### config.mk
export PLATFORM = sky130hd
export DESIGN_NAME = serial_adder
export DESIGN_NICKNAME = d
export VERILOG_FILES = /design/src/rtl/serial_adder_pkg.sv /design/src/rtl/adder_1bit.sv /design/src/rtl/serial_adder_piso_shreg.sv /design/src/rtl/serial_adder.sv
export SDC_FILE = /design/constraint.sdc
export NUM_CORES = 1
export LEC_CHECK = 0
export BUFFER_PORTS_ARGS = -buffer_cell sky130_fd_sc_hd__clkbuf_2
export CAP_MARGIN = 10
export CORE_ASPECT_RATIO = 1.25
export CORE_MARGIN = 5
export CORE_UTILIZATION = 45
export DETAILED_ROUTE_END_ITERATION = 10
export GPL_ROUTABILITY_DRIVEN = 0
export PLACE_DENSITY_LB_ADDON = 0.15
export SLEW_MARGIN = 20
export SYNTH_ARGS = -nofsm -noshare
export SYNTH_HDL_FRONTEND = slang
export SYNTH_SLANG_ARGS = --single-unit
### constraint.sdc
create_clock -name clk -period 1.86 [get_ports clk]
set_input_delay 0.093 -clock clk [delete_from_list [all_inputs] [get_ports clk]]
set_output_delay 0.093 -clock clk [all_outputs]
set_load 0.05 [all_outputs]
### src/rtl/serial_adder_pkg.sv
// serial_adder_pkg: shared state encoding and counter sizing for the bit-serial adder
package serial_adder_pkg;

    typedef enum logic [1:0] {
        IDLE = 2'b00,
        RUN  = 2'b01,
        DONE = 2'b10
    } state_t;

    function automatic int cnt_width(input int n);
        return (n <= 2) ? 1 : $clog2(n);
    endfunction

endpackage

### src/rtl/adder_1bit.sv
// adder_1bit: full-adder cell used as the serial datapath
module adder_1bit (
    input  logic A,
    input  logic B,
    input  logic Cin,
    output logic Sum,
    output logic Cout
);

    assign Sum  = A ^ B ^ Cin;
    assign Cout = (A & B) | (Cin & (A ^ B));

endmodule

### src/rtl/serial_adder_piso_shreg.sv
// piso_shreg: parallel-load, shift-right register with LSB serial output
module piso_shreg #(
    parameter int W = 8
) (
    input  logic         clk,
    input  logic         rst,
    input  logic         load,
    input  logic         shift,
    input  logic [W-1:0] d,
    output logic         so
);

    logic [W-1:0] q;

    // load wins over shift; zeros fill in from the MSB
    always_ff @(posedge clk or posedge rst) begin
        if (rst)
            q <= '0;
        else if (load)
            q <= d;
        else if (shift)
            q <= {1'b0, q[W-1:1]};
    end

    assign so = q[0];

endmodule

### src/rtl/serial_adder.sv
// serial_adder: N-bit adder processing one bit pair per clock, LSB first
module serial_adder
    import serial_adder_pkg::*;
#(
    parameter int N = 8
) (
    input  logic         clk,
    input  logic         rst,
    input  logic         start,
    input  logic [N-1:0] a,
    input  logic [N-1:0] b,
    input  logic         cin,
    output logic         busy,
    output logic         done,
    output logic [N-1:0] sum,
    output logic         cout
);

    localparam int CW = cnt_width(N);

    state_t        state, state_nxt;
    logic          load, run, last;
    logic          a_bit, b_bit, carry, s_bit, c_bit;
    logic [CW-1:0] cnt;
    logic [N-2:0]  shs;
    logic [N-1:0]  res;

    assign load = (state == IDLE) && start;
    assign run  = (state == RUN);
    assign last = run && (cnt == CW'(N - 1));
    assign res  = {s_bit, shs};

    piso_shreg #(.W(N)) u_sha (
        .clk   (clk),
        .rst   (rst),
        .load  (load),
        .shift (run),
        .d     (a),
        .so    (a_bit)
    );

    piso_shreg #(.W(N)) u_shb (
        .clk   (clk),
        .rst   (rst),
        .load  (load),
        .shift (run),
        .d     (b),
        .so    (b_bit)
    );

    adder_1bit u_add (
        .A    (a_bit),
        .B    (b_bit),
        .Cin  (carry),
        .Sum  (s_bit),
        .Cout (c_bit)
    );

    // state register
    always_ff @(posedge clk or posedge rst) begin
        if (rst)
            state <= IDLE;
        else
            state <= state_nxt;
    end

    // next state: start only matters in IDLE, DONE always falls back to IDLE
    always_comb begin
        state_nxt = (state == IDLE) ? (start ? RUN : IDLE) :
                    (state == RUN)  ? (last ? DONE : RUN) : IDLE;
    end

    // handshake outputs decoded from state
    always_comb begin
        busy = (state == RUN);
        done = (state == DONE);
    end

    // carry, bit counter, partial result and published result
    always_ff @(posedge clk or posedge rst) begin
        if (rst) begin
            carry <= 1'b0;
            cnt   <= '0;
            shs   <= '0;
            sum   <= '0;
            cout  <= 1'b0;
        end else begin
            if (load) begin
                carry <= cin;
                cnt   <= '0;
            end else if (run) begin
                carry <= c_bit;
                cnt   <= cnt + 1'b1;
                shs   <= res[N-1:1];
            end
            if (last) begin
                sum  <= res;
                cout <= c_bit;
            end
        end
    end

endmodule

Yosys cells after proc, flatten, opt, wreduce, memory -nomap -nowiden
Cells that the tools add are included.

Add/sub/neg operators: 1. Equality and inequality tests: 3. Muxes and demuxes: 12. Bitwise gates (word level): 6. Reduce and logical (&&, ||, !) cells: 5.

Operator list (count): 8-bit 2-to-1 mux (4); 2-bit 2-to-1 mux (3); 3-bit 2-to-1 mux (2); 3-bit by 1-bit adder with 3-bit output (second input constant) (1); 3-bit equality test (second input constant) (1); 1-bit 2-to-1 mux (3); 1-bit bitwise AND (2); 2-bit by 1-bit equality test with 1-bit output (second input constant) (1); 2-bit equality test (second input constant) (1); 1-bit logical AND (2); 2-bit zero test (1); 2-bit AND reduction (1); 2-bit nonzero test (1); 1-bit bitwise XOR (2); 1-bit inverter (1); 1-bit bitwise OR (1).

Flip-flop bits (word level): 38. Input port bits: 20. Output and inout bits: 11.

Logic depth before layout (Yosys ltp)
Word-level depth: 5. Gate-level depth with buffers: 6. Mapped depth without buffers: 4.

Cells and area by module
A second synthesis with hierarchy kept.

Cells, all modules: 130. Area, all modules: 1694.1 µm².

Modules (own cells, without submodules): serial_adder (instances 1, cells an instance 59, area an instance 928.4 µm²); piso_shreg (instances 2, cells an instance 35, area an instance 372.9 µm²); adder_1bit (instances 1, cells an instance 1, area an instance 20.0 µm²).

Worst setup path after synthesis
Ideal clock, no wire load.

Path kind: register to output. From: register state[1]. To: output done. Data arrival time: 1.328 ns. Required time: 1.767 ns. Setup slack: 0.439 ns. Cell stages (with the launch flop): 5. Cell sequence: dfrtp_1 buf_6 inv_1 buf_2 nor2_1.

Cells in the longest elaborated chain, start to end: 1.

RTL lines: start: declaration (RTL line serial_adder.sv:21) `state_t state, state_nxt;`; start signal: assignment (RTL line serial_adder.sv:64) `state <= state_nxt;`; 2-bit equality test (RTL line serial_adder.sv:76) `done = (state == DONE);`; end: declaration (RTL line serial_adder.sv:14) `output logic done,`.

Every way passes these cells.

Worst setup path after layout
Same ends and word-level chain as after synthesis.

==> metrics.md <==
| Metric | Value |
|---|---|
| Mapped Avg Cell Area | 11.1 um^2 |
| Worst Path Arrival | 1540 ps |
| Post-DR wirelength/cell | 14.9 um |
| Largest net degree at the start of global routing | 39 |
| Sink Count | 38 |
| Endpoints failing setup | 0 |
| First-pass GRT wire length | 5.75 mm |
| CTS tree | built |
| All-Layer GR Usage | 14.7% |
| Share of cells above drive strength 1 | approximately 28% |
| PD cells | 1900 nW/um^2 |
| Unrepaired setup endpoints after global routing | false |
| Drt initial violations | 39 |
| Maximum VDD drop | between 0.0006 and 0.0007 V |
| Critical register-to-register path startpoint | state[1] |
| Critical path type | reg2out |
| Worst path top cell family by delay | buffers and inverters |
| Worst min-delay path category | in2reg |
| IO Port Bufs | 30 |
| MaxCap Viol Count | 0 |
| DRC violations left | 0 |
| I/O pins | 31 |
| Syn Inst Count | ~150 |
| Vias per inst | 5.50 |
| Synth area leaders | dfrtp_1 56%, o22ai_1 9.2%, mux2_4 8.0%, nand2_1 5.1%, a21oi_1 4.7% |
| Area grow syn2layout | 16.2% |
| Status | completed |
| Critical path capture point type | primary output |
| Die height | 78.7 um |
| Placed Cells | 215 |
| Fin crit share | 87.5% |
| Syn nets | 176 |
| Vias in the first global route | 1,256 |
| Max Clock Skew | 5.20 ps |
| Worst path required time | 1770 ps |
| Clock latency at the later pin of the worst-skew pair | around 290 ps |
| Fmax | 614 MHz |
| CTS buffer count | 5 |
| Worst Hold Depth | 3 |
| LEAKAGE | 0.966 nW |
| Core area | around 3700 um^2 |
| Max incr delay on CP | a little under 500 ps |
| CTS max path bufs | 2 |
| Die X | 64.9 um |
| DRT Pass-1 Iters | 4 |
| CP Depth | 3 |
| Hold path startpoint | a[7] |
| R2R depth | 3 |
| Starting Density | 45.6% |
| Worst Setup SP | state[1] |
| Slowest CP cell | dfrtp_1 |
| Grt total ovfl | 0 |
| DP HPWL | 2.37 mm |
| Worst-Margin Slew | approximately 470 ps |
| Synth unique cells | 24 |
| Clock slew at reported path FFs | about 70 ps |
| # rows | 25 |
| Die area | 5110 um^2 |
| Worst Setup Start Kind | register |
| Ant diodes | 0 |
| Min Clock Period, post-route | approximately 1600 ps |
| Postcts setup bufs | 0 |
| Post-synthesis sequential area ratio | 56.0% |
| Fin. max-slew vios | 0 |
| Synth top area share | 56.0% |
| # nets final | 206 |
| CTS Root Cell | clkbuf_8 |
| TNS Setup | 0 ps |
| Initial antenna violation count | 0 |
| Max FO, Critical Path | 15 |
| Post-synth top area cell | dfrtp_1 |
| Crit path cell chain | inv_1, nor2_1, clkbuf_2 |
| Final hold slack | 36.0 ps |
| Routed WL | between 3 and 4 mm |
| Routed vias | 1,232 |
| H-Tree Level Count | 2 |
| DRT antenna net count | 0 |
| Max-Slew Margin vs Limit | 68.8% |
| CP Buf/Inv Count | 2 |
| Final hold vios | 0 |
| Yosys reg bits | 38 |
| Layout Cells excl Fill | 224 |
| Yosys Warn Count | 0 |
| Mapped cell area | roughly 1700 um^2 |
-- registers in the layout (all words and copies together) (netlist names) --
register and count:
sum 8, cout 1, shs 7, state 2, carry 1, u_sha.q 8
u_shb.q 8, cnt 3
-- cells in the final DEF, fill, tap and decap left out, drive strengths merged --
cell type    instances
a21oi               16
mux2                 9
bufinv               1
o22ai               25
nor2                 4
buf                  2
inv                  7
o22a                 1
ha                   2
or4b                 1
a2bb2oi              1
dlygate4sd3          1
dfrtp               38
clkinv               2
a22o                 2
nand2               24
clkbuf              35
nor2b                1
nand2b               4
o21ai                6
fa                   1
nor3b                1
-- final cells by class --
type                    count  area [um^2]
fillers                   334         1750
multi-input cells          98          659
clock inverters             3         40.0
clock buffers               5         68.8
well taps                  40         50.0
flip-flops and latches     38          951
repair buffers             33          175
inverters                   7         28.8
-- final timing paths --
check                           slack, ps         end
worst max-delay path                  230        done
worst min-delay path                   40  u_sha.q[7]
worst max register to register        390      cnt[2]
worst min register to register        480      cnt[0]
max in group asynchronous            1090      sum[1]
min in group asynchronous             440      shs[4]
-- worst register-to-register path, stage by stage (launching register included) --
cell	delay, ps
dfrtp_1	470
inv_1	390
o21ai_0	260
a22o_1	230
-- synth_stat cells --
cell type  instances
a21oi_1           16
a22o_1             2
a2bb2oi_1          1
buf_2              8
buf_4              1
buf_6              1
dfrtp_1           38
fa_1               1
ha_1               2
inv_1              6
inv_4              1
mux2_4             9
nand2_1           23
nand2_8            1
nand2b_1           3
nand2b_4           1
nor2_1             4
nor2b_1            1
nor3b_1            1
o21ai_0            5
o21ai_1            1
o22a_1             1
o22ai_1           25
or4b_1             1
-- power breakdown --
group	total, mW	switching [mW]	internal (mW)
Sequential	1.51	0.301	1.21
Combinational	1.56	0.964	0.600
Clock	0.681	0.286	0.395
-- metal layers --
metal,vias up,track usage [%],routed length (um)
li1,602,-,-
met1,601,17.5,1470
met5,-,0,0
met2,24,24.6,1670
met4,0,4.44,41
met3,5,5.44,164
-- kinds of logic (layout without fill, tap and decap cells) --
family	count (synthesis)	in the layout	synth area share (%)
muxes	9	9	7.96
DFF	38	38	56.0
and+or+nand+nor	35	35	10.5
AOI/OAI and AO/OA	51	51	17.8
adders and majority gates	3	3	2.65
buffers and inverters	17	48	5.16
-- per-stage QoR --
| step | setup slack, ps | total power [mW] | area, um^2 | util, % |
|---|---|---|---|---|
| 2_1_floorplan | 439 | 2.77 | 1700 | - |
| 4_1_cts | 232 | 3.80 | 1970 | 53.0 |
| 6_report | 232 | 3.76 | 1970 | 53.0 |
| 3_3_place_gp | 454 | 3.06 | 1850 | 49.8 |
| 3_5_place_dp | 424 | 3.12 | 1850 | 49.8 |
| 5_1_grt | 99.8 | 4.04 | 1970 | 53.0 |
-- timing repair --
action,in CTS,in global routing
hold buffers,1,0
resized for setup,0,0
endpoints found under the hold margin,38,0
Note: power is estimated with default switching activity, not from simulation.
